===== config.mk =====
export PLATFORM = sky130hd
export DESIGN_NAME = msfsm_cfg_loader
export DESIGN_NICKNAME = d
export VERILOG_FILES = /design/src/rtl/msfsm_cfg_pkg.sv /design/src/rtl/msfsm_cfg_shifter.sv /design/src/rtl/msfsm_cfg_loader.sv
export SDC_FILE = /design/constraint.sdc
export NUM_CORES = 1
export LEC_CHECK = 0
export CAP_MARGIN = 40
export CORE_ASPECT_RATIO = 0.7
export CORE_MARGIN = 4
export CORE_UTILIZATION = 40
export CTS_BUF_LIST = sky130_fd_sc_hd__clkbuf_2 sky130_fd_sc_hd__clkbuf_4 sky130_fd_sc_hd__clkbuf_8
export DETAILED_ROUTE_END_ITERATION = 16
export GPL_TIMING_DRIVEN = 0
export HOLD_SLACK_MARGIN = 0.08
export PLACE_DENSITY = 0.6
export SYNTH_ARGS = -nofsm -noshare
export SYNTH_HDL_FRONTEND = slang
export SYNTH_SLANG_ARGS = --single-unit

===== constraint.sdc =====
create_clock -name clk -period 2.8 [get_ports clk]
set_input_delay 0.84 -clock clk [delete_from_list [all_inputs] [get_ports clk]]
set_output_delay 0.84 -clock clk [all_outputs]
set_load 0.005 [all_outputs]

===== src/rtl/msfsm_cfg_pkg.sv =====
// ---------------------------------------------------------------------------
// msfsm_cfg_pkg
// Shared types and constants for the MSFSM bank configuration loader.
//   state_t   : loader sequencer states
//   ERR_*     : err_code values reported on o_err_code
//   wpf()     : number of host words that make up one FSM config chain
// ---------------------------------------------------------------------------
package msfsm_cfg_pkg;

    typedef enum logic [2:0] {
        IDLE,
        RST,
        WAIT,
        SHIFT,
        DONE,
        ERR
    } state_t;

    localparam logic [1:0] ERR_NONE = 2'd0;   // no error
    localparam logic [1:0] ERR_IDX  = 2'd1;   // target index beyond the bank
    localparam logic [1:0] ERR_LEN  = 2'd2;   // word count / last marker disagree
    localparam logic [1:0] ERR_DUP  = 2'd3;   // target FSM already fully loaded

    // Words per FSM config chain.
    function automatic int wpf(input int cfg_bits, input int word_w);
        return cfg_bits / word_w;
    endfunction

endpackage


===== src/rtl/msfsm_cfg_shifter.sv =====
// ---------------------------------------------------------------------------
// msfsm_cfg_shifter
// Parallel-load, MSB-first serialiser for one host word.
//   clk, rst_n   : clock / async active-low reset
//   i_clear      : drop any word in flight (abort)
//   i_load       : capture i_word; bit_out shows word MSB on the next cycle
//   i_word       : word to serialise
//   o_bit_out    : current serial bit (registered)
//   o_active     : a word is being shifted out
//   o_last_bit   : current cycle carries the final bit of the word
// ---------------------------------------------------------------------------
module msfsm_cfg_shifter #(
    parameter int WORD_W = 8
) (
    input  logic              clk,
    input  logic              rst_n,
    input  logic              i_clear,
    input  logic              i_load,
    input  logic [WORD_W-1:0] i_word,
    output logic              o_bit_out,
    output logic              o_active,
    output logic              o_last_bit
);
    localparam int CW = (WORD_W > 1) ? $clog2(WORD_W) : 1;

    logic [WORD_W-1:0] r_sr;
    logic [CW-1:0]     r_cnt;
    logic              r_active;
    logic              w_last;

    assign w_last = r_active && (r_cnt == CW'(WORD_W - 1));

    always_ff @(posedge clk or negedge rst_n) begin
        if (!rst_n) begin
            r_sr     <= '0;
            r_cnt    <= '0;
            r_active <= 1'b0;
        end else if (i_clear) begin
            r_sr     <= '0;
            r_cnt    <= '0;
            r_active <= 1'b0;
        end else if (i_load) begin
            r_sr     <= i_word;
            r_cnt    <= '0;
            r_active <= 1'b1;
        end else if (r_active) begin
            // Zero-fill so the serial line idles low once the word is out.
            r_sr  <= r_sr << 1;
            r_cnt <= r_cnt + 1'b1;
            if (w_last) begin
                r_active <= 1'b0;
            end
        end
    end

    assign o_bit_out  = r_sr[WORD_W-1];
    assign o_active   = r_active;
    assign o_last_bit = w_last;

endmodule


===== src/rtl/msfsm_cfg_loader.sv =====
// ---------------------------------------------------------------------------
// msfsm_cfg_loader
// Serially loads every FSM of the MSFSM bank from host words and holds the
// bank in synchronous reset until all chains are complete.
//   clk, rst_n      : clock / async active-low reset
//   i_load_start    : pulse, (re)start a full bank load from any state
//   i_cfg_valid     : host word valid
//   o_cfg_ready     : loader can take a word (valid & ready = transfer)
//   i_cfg_data      : host word, shifted out MSB first
//   i_cfg_fsm       : target FSM index
//   i_cfg_last      : final word for the target FSM
//   o_fsm_en        : one-hot per-FSM shift strobe
//   o_fsm_d         : serial config bit
//   o_fsm_sreset    : synchronous reset to the bank
//   o_busy / o_done / o_err / o_err_code : loader status
// ---------------------------------------------------------------------------
module msfsm_cfg_loader
    import msfsm_cfg_pkg::*;
#(
    parameter int N_FSM    = 7,
    parameter int CFG_BITS = 32,
    parameter int WORD_W   = 8,
    parameter int RST_CYC  = 4
) (
    input  logic                     clk,
    input  logic                     rst_n,
    input  logic                     i_load_start,
    input  logic                     i_cfg_valid,
    output logic                     o_cfg_ready,
    input  logic [WORD_W-1:0]        i_cfg_data,
    input  logic [$clog2(N_FSM)-1:0] i_cfg_fsm,
    input  logic                     i_cfg_last,
    output logic [N_FSM-1:0]         o_fsm_en,
    output logic                     o_fsm_d,
    output logic                     o_fsm_sreset,
    output logic                     o_busy,
    output logic                     o_done,
    output logic                     o_err,
    output logic [1:0]               o_err_code
);
    localparam int FW    = $clog2(N_FSM);
    localparam int FSZ   = 1 << FW;
    localparam int WPF_C = wpf(CFG_BITS, WORD_W);
    localparam int WCW   = $clog2(WPF_C + 1);
    localparam int RCW   = (RST_CYC > 1) ? $clog2(RST_CYC) : 1;

    state_t           r_state;
    logic [N_FSM-1:0] r_loaded;
    logic [N_FSM-1:0] r_en;
    logic [WCW-1:0]   r_wc;
    logic [FW-1:0]    r_tgt;
    logic             r_last;
    logic [RCW-1:0]   r_rst_cnt;
    logic             r_ready;
    logic             r_sreset;
    logic             r_busy;
    logic             r_done;
    logic             r_err;
    logic [1:0]       r_err_code;

    logic [N_FSM-1:0] w_in_oh;
    logic [N_FSM-1:0] w_tgt_oh;
    logic [FSZ-1:0]   w_loaded_pad;
    logic             w_idx_bad;
    logic             w_dup;
    logic             w_switch;
    logic [WCW-1:0]   w_wc_inc;
    logic             w_full;
    logic             w_accept;
    logic             w_bit_out;
    logic             w_active;
    logic             w_last_bit;

    genvar gi;
    generate
        for (gi = 0; gi < N_FSM; gi++) begin : g_dec
            assign w_in_oh[gi]  = (i_cfg_fsm == FW'(gi));
            assign w_tgt_oh[gi] = (r_tgt == FW'(gi));
        end
    endgenerate

    // Padded so an out-of-range index reads as "not loaded" instead of
    // indexing past the mask.
    assign w_loaded_pad = FSZ'(r_loaded);
    assign w_idx_bad    = ({1'b0, i_cfg_fsm} >= (FW + 1)'(N_FSM));
    assign w_dup        = w_loaded_pad[i_cfg_fsm];
    // A partial chain is open whenever the word counter is non-zero.
    assign w_switch     = (r_wc != '0) && (i_cfg_fsm != r_tgt);
    assign w_wc_inc     = r_wc + 1'b1;
    assign w_full       = (w_wc_inc == WCW'(WPF_C));
    assign w_accept     = (r_state == WAIT) && r_ready && i_cfg_valid && !i_load_start
                          && !w_idx_bad && !w_dup && !w_switch;

    msfsm_cfg_shifter #(
        .WORD_W (WORD_W)
    ) u_shifter (
        .clk        (clk),
        .rst_n      (rst_n),
        .i_clear    (i_load_start),
        .i_load     (w_accept),
        .i_word     (i_cfg_data),
        .o_bit_out  (w_bit_out),
        .o_active   (w_active),
        .o_last_bit (w_last_bit)
    );

    always_ff @(posedge clk or negedge rst_n) begin
        if (!rst_n) begin
            r_state    <= IDLE;
            r_loaded   <= '0;
            r_en       <= '0;
            r_wc       <= '0;
            r_tgt      <= '0;
            r_last     <= 1'b0;
            r_rst_cnt  <= '0;
            r_ready    <= 1'b0;
            r_sreset   <= 1'b1;
            r_busy     <= 1'b0;
            r_done     <= 1'b0;
            r_err      <= 1'b0;
            r_err_code <= ERR_NONE;
        end else if (i_load_start) begin
            // Restart from anywhere, including mid-shift.
            r_state    <= RST;
            r_loaded   <= '0;
            r_en       <= '0;
            r_wc       <= '0;
            r_rst_cnt  <= '0;
            r_ready    <= 1'b0;
            r_sreset   <= 1'b1;
            r_busy     <= 1'b1;
            r_done     <= 1'b0;
            r_err      <= 1'b0;
            r_err_code <= ERR_NONE;
        end else begin
            case (r_state)
                IDLE: begin
                end
                RST: begin
                    if (r_rst_cnt == RCW'(RST_CYC - 1)) begin
                        r_state <= WAIT;
                        r_ready <= 1'b1;
                    end else begin
                        r_rst_cnt <= r_rst_cnt + 1'b1;
                    end
                end
                WAIT: begin
                    if (i_cfg_valid) begin
                        r_ready <= 1'b0;
                        if (w_idx_bad || w_dup || w_switch) begin
                            r_state    <= ERR;
                            r_err      <= 1'b1;
                            r_busy     <= 1'b0;
                            r_err_code <= w_idx_bad ? ERR_IDX : (w_dup ? ERR_DUP : ERR_LEN);
                        end else begin
                            r_state <= SHIFT;
                            r_tgt   <= i_cfg_fsm;
                            r_last  <= i_cfg_last;
                            r_en    <= w_in_oh;
                        end
                    end
                end
                SHIFT: begin
                    if (w_last_bit) begin
                        r_en <= '0;
                        if (r_last != w_full) begin
                            r_state    <= ERR;
                            r_err      <= 1'b1;
                            r_busy     <= 1'b0;
                            r_err_code <= ERR_LEN;
                        end else if (r_last && ((r_loaded | w_tgt_oh) == '1)) begin
                            r_loaded <= r_loaded | w_tgt_oh;
                            r_wc     <= '0;
                            r_state  <= DONE;
                            r_done   <= 1'b1;
                            r_busy   <= 1'b0;
                            r_sreset <= 1'b0;
                        end else begin
                            if (r_last) begin
                                r_loaded <= r_loaded | w_tgt_oh;
                                r_wc     <= '0;
                            end else begin
                                r_wc <= w_wc_inc;
                            end
                            r_state <= WAIT;
                            r_ready <= 1'b1;
                        end
                    end
                end
                DONE, ERR: begin
                end
                default: r_state <= IDLE;
            endcase
        end
    end

    assign o_cfg_ready  = r_ready;
    assign o_fsm_en     = r_en;
    assign o_fsm_d      = w_bit_out;
    assign o_fsm_sreset = r_sreset;
    assign o_busy       = r_busy;
    assign o_done       = r_done;
    assign o_err        = r_err;
    assign o_err_code   = r_err_code;

    // Shifter activity always tracks the en strobe; kept only as a
    // cross-check signal for debug probes.
    logic w_unused;
    assign w_unused = w_active;

endmodule


# After elaboration in Yosys (flattened, before gate mapping)
# Cells that the tools add are included.
# totals
reg_bits	45
in_bits	16
out_inout_bits	15
elab_cells	174
# op_classes
addsub	3
magnitude_cmp	2
n_eq_ne	35
muxes	77
n_bitwise	3
reduce_logical	38
# op_table
operator	count
2-to-1 mux 7 bit	10
2-to-1 mux 3 bit	16
2-to-1 mux 1 bit	32
equality test 3 bit, second input constant	10
2-to-1 mux 8 bit	3
AND reduction 4 bit	5
equality test 3 x 2 -> 1 bit, second input constant	6
2-to-1 mux 2 bit	9
!= test 3 bit, second input constant	6
case mux 7 bit (2 select lines)	1
case mux 3 bit (4 select lines)	1
nonzero test 3 bit	4
AND reduction 5 bit	2
equality test 3 x 1 -> 1 bit, second input constant	3
logical AND 1 bit	9
zero test 3 bit	3
nonzero test 2 bit	4
equality test 7 bit, second input constant	1
OR 7 bit	1
adder 3 x 1 -> 3 bit, second input constant	2
!= test 3 x 2 -> 1 bit, second input constant	2
AND reduction 6 bit	1
zero test 1 bit	4
less-than comparator 3 x 4 -> 1 bit, second input constant	1
18 further kinds	22

# Logic depth before layout (Yosys ltp)
# logic_depth
ltp_word	9
mapped_depth	8
ltp_nobuf	7

# Hierarchy
# From an unflattened synthesis, not the netlist that was laid out.
# hier_totals
cells_unflattened	245
area_unflattened_um2	2531.2
# by_module_without_submodules
mod	instances	cells_each	area_per_inst_um2	seq_area_each_um2
msfsm_cfg_loader	1	194	1936.9	827.0
msfsm_cfg_shifter	1	51	594.3	300.3

# Worst setup path after synthesis
# Ideal clock, no wire load.
# synth_path
path_kind	input -> register
start	in i_cfg_fsm[1]
end	reg u_shifter.r_sr[7]
setup_time_ns	0.144
arrival_ns	2.673
required_ns	2.656
slack_ns	-0.017
path_stages	8
path_buffers	3
path_cell_list	buf_6 -> mux2_1 -> mux4_2 -> or4_1 -> buf_2 -> buf_6 -> nor2_2 -> a211oi_2
# synth_via
elab_chain_len	7
elab_cells_between_ends	14
cone_classes	order compare: 1; eq/ne: 1; mux: 4; reduce/logical: 8
# synth_rtl
item	line	source
start: declaration	msfsm_cfg_loader.sv:31	input logic [$clog2(N_FSM)-1:0] i_cfg_fsm,
binary-select mux 1 bit (select 3 bit) or greater-or-equal comparator 3 bit (tied branches)	msfsm_cfg_loader.sv:86, msfsm_cfg_loader.sv:85	
2-to-1 mux 1 bit (not written as such) or zero test 1 bit (tied branches)	msfsm_cfg_loader.sv:86, msfsm_cfg_loader.sv:92	
zero test 1 bit or logical AND 1 bit (tied branches)	msfsm_cfg_loader.sv:92	&& !w_idx_bad && !w_dup && !w_switch;
logical AND 1 bit	msfsm_cfg_loader.sv:92	
logical AND 1 bit (*)	msfsm_cfg_loader.sv:92	
2-to-1 mux 8 bit	msfsm_cfg_shifter.sv:42	end else if (i_load) begin
2-to-1 mux 8 bit	msfsm_cfg_shifter.sv:38	end else if (i_clear) begin
end signal: assignment	msfsm_cfg_shifter.sv:43	r_sr <= i_word;
end signal: assignment	msfsm_cfg_shifter.sv:48	r_sr <= r_sr << 1;
end: declaration	msfsm_cfg_shifter.sv:26	logic [WORD_W-1:0] r_sr;
# Every way passes the cells marked *; elsewhere a longest branch is shown, timed or not. The select of a mux whose other input is x is not followed.
# A chain may end at the register's enable or synchronous reset.

# Worst setup path in the final report
# layout_path
start	in i_cfg_fsm[1]
end	reg u_shifter.r_sr[0]
# The elaborated chain is that of the path after synthesis.

==> flow_summary.toml <==
[sta]
setup_viol_count_final = 0
fmax_mhz = 381.2
fin_crit_sh_pct = 93.70
hold_viol = 0
slew_viol_final = 0
finClkSkew_ns = 0.01394
grt_setup_unrepaired = "false"
min_period_ns = 2.623
tns_ns = 0
worst_slew_pin_slew_ns = 0.8578
slew_headroom_pct = 42.43

[logic_synthesis]
synthArstFlopShare_pct = 100.0
synth-seq-area-share_pct = 43.78
synth_fp_nets = 281
synth_edf_count = 0
synthFlopType = "dfrtp_1"
synth.area.top_cells = "dfrtp_1 (43%), mux2i_1 (7.0%), nand2b_1 (3.6%), a211oi_2 (3.4%), ha_1 (2.9%)"
synth_top_area_share_pct = 42.76
syn-instance-count = 259
syn_area_um2 = 2575
synth_warnings = 0
synth_cell_types = 57
avgSynthCellArea_um2 = 9.942
synth_seq_cells = 45
yosysTopAreaCell = "dfrtp_1"

[finish]
area_growth_syn_to_layout_pct = 20.70
seq_area_um2 = 1127
drive_above_1_share_pct = 14.67
fillers = 598
antenna_cells = 0
finalNetCount = 321
multi_input_area_um2 = 1313
final_common_cell = "dfrtp_1"
final_cell_mix = "dfrtp_1 (44), clkdlybuf4s50_1 (25), mux2i_1 (18), inv_1 (17), nor2_1 (17)"
final_util_pct = 49.76

[floorplan]
start_util_pct = 41.23
die_w_um = 103.9
fp.dieH_um = 75.13
io_pins = 31
rows = 24
dieArea_um2 = 7806
core_um2 = 6246

[worst_setup_path]
crit_path_start_kind = "primary input"
path_cells = "clkbuf_2, buf_6, mux2_1, mux4_2, or4_4, buf_6, buf_6, nand3b_1, a21oi_1"
required_ns = 2.98
crit_path_max_incr_delay_ns = 0.53
cpMaxStageDelayCell = "mux4_2"
timing.rr.start = "r_state[1]"
critPathCaptureType = "register"
crit_arrival_ns = 2.80
critPathBufInv = 4
r2r_cells = 7
crit_fanout = 10
crit_family = "multiplexers"
r2r-end = "r_loaded[4]"
critical_path_class = "in -> reg"
reg2reg_setup_slack_ns = 0.32
critPathMostFrequentCell = "buf_6"

[place]
dpl.hpwl_mm = 4.327
gp_congestion = 0.8098
placement.io_buffers = 27

[route]
via_per_inst = 5.429
drt-initial-drc-count = 109
ant_nets = 0
wl_per_cell_um = 15.83
route.detailed.drc = 0
firstDrtPassIters = 4
wl_mm = 5.983
vias = 2052

[global_routing]
grt_pass1_vias = 1974
track_usage_pct = 16.15
antenna_found_initial = 0
grt_pass1_wl_mm = 9.970
grt_overflow = 0
grt_max_degree = 34

[job]
maxCapViolations = 0

[clocking]
holdBufCountCts = 0
clock_latency_ns = 0.31
tritoncts = "built"
cts_root_buf = "clkbuf_8"
clkSinkCount = 45
cts_inserted_buffers = 5
path_clk_slew_ns = 0.10
htree_levels = 2
clock_path_buffers = 2

[power_and_ir_drop]
leakage_uw = 0.001260
power_density_nw_per_um2 = 541.4
vdd_ir_drop_max_v = 0.0003268

[run_status]
status = "complete, no violations"

[worst_hold_path]
worstHoldPathType = "in -> async"
==> timing repair <==
item	4_1_cts	5_1_grt
endpoints found under the hold margin	0	0
setup buffers	4	1
gates resized for setup	4	3
pin swaps	1	0
gates cloned	0	0
endpoints found under the setup margin	29	11
==> area by class of cell <==
class                      instances  area share, %
tap                               78          3.140
sequential                        45          36.27
timing repair buffer              33          10.23
inverter                          17          2.053
multi-input combinational        178          42.23
buffer                            19          3.140
clock inverter                     2         0.4831
clock buffer                       6          2.456
==> per-stage QoR <==
step                      power [uW]  cells  worst slack, ns  cell area, um^2  hold slack [ns]
after detailed placement        1261    365          -0.8366             2964           0.4837
after global routing            1784    378          0.04773             3108           0.4352
after CTS                       1690    377          0.01134             3098           0.4230
after floorplan                 1113    259          0.06290             2581           0.4740
final                           1683    378           0.1765             3108           0.4148
after global placement          1250    364          -0.8179             2949           0.4834
==> cells in the mapped netlist, types with 4 or more instances <==
master / number
xnor2_1: 7
dfrtp_1: 44
mux2_2: 5
nand3_1: 9
a211oi_2: 7
a21oi_1: 10
o22ai_1: 5
buf_2: 4
nor2b_1: 5
nor2_1: 17
mux2i_1: 18
o21ai_0: 5
clkbuf_1: 12
inv_1: 17
ha_1: 6
nor3_1: 6
nand2b_1: 15
nand2_1: 16
==> how the worst max path moves through the flow <==
stage / startpoint / end / slack, ns / cells past startpoint
6_report: i_cfg_fsm[1] / u_shifter.r_sr[0] / 0.18 / 9
2_1_floorplan: i_cfg_fsm[1] / r_last / 0.06 / 6
3_3_place_gp: i_cfg_fsm[1] / r_tgt[1] / -0.82 / 7
4_1_cts: i_cfg_fsm[1] / u_shifter.r_sr[7] / 0.01 / 9
3_5_place_dp: i_cfg_fsm[1] / r_tgt[0] / -0.84 / 7
5_1_grt: r_state[1] / r_loaded[0] / 0.05 / 7
==> cells by family (layout without fill, tap and decap cells) <==
| logic type | Yosys count | in the layout | share of synthesized area, % |
|---|---|---|---|
| adders and majority gates | 6 | 6 | 2.915 |
| muxes | 26 | 26 | 10.93 |
| DFF | 45 | 45 | 43.78 |
| and+or+nand+nor | 88 | 88 | 18.76 |
| xor gates and xnor gates | 8 | 8 | 2.721 |
| AOI/OAI and AO/OA | 50 | 50 | 14.87 |
| buffers and inverters | 36 | 77 | 6.025 |
==> power by group <==
part	internal (uW)	leakage (uW)	switching, uW
registers	708	0.000612	36.1
clock network	186	0.0000408	238
logic	216	0.000608	298
total	1110	0.00126	573
==> per-layer routing <==
| layer | global-route usage (%) | part of all wire [%] | up-vias |
|---|---|---|---|
| met5 | 0 | 0 | - |
| met4 | 4.867 | 0.87 | 0 |
| met3 | 3.342 | 4.8 | 7 |
| met2 | 23.69 | 44 | 44 |
| met1 | 24.11 | 50 | 1000 |
| li1 | - | - | 1001 |
==> sequential cells by signal (all words and copies together) (netlist names) <==
name                flops
o_done                  1
u_shifter.r_cnt         3
r_wc                    3
u_shifter.o_active      1
r_tgt                   3
r_rst_cnt               2
o_fsm_sreset            1
o_err_code              2
o_err                   1
u_shifter.r_sr          8
r_state                 3
o_cfg_ready             1
o_busy                  1
r_last                  1
r_loaded                7
o_fsm_en                7
==> worst reg2reg max path, stage by stage (launching register included) <==
cell      delay [ns]
dfrtp_1         0.33
clkbuf_1        0.28
and3b_1         0.21
clkbuf_1        0.29
nand3_1         0.31
nor4_1          0.49
nand2_1         0.19
o32ai_1         0.27
Power figures use the tool's default switching activity.
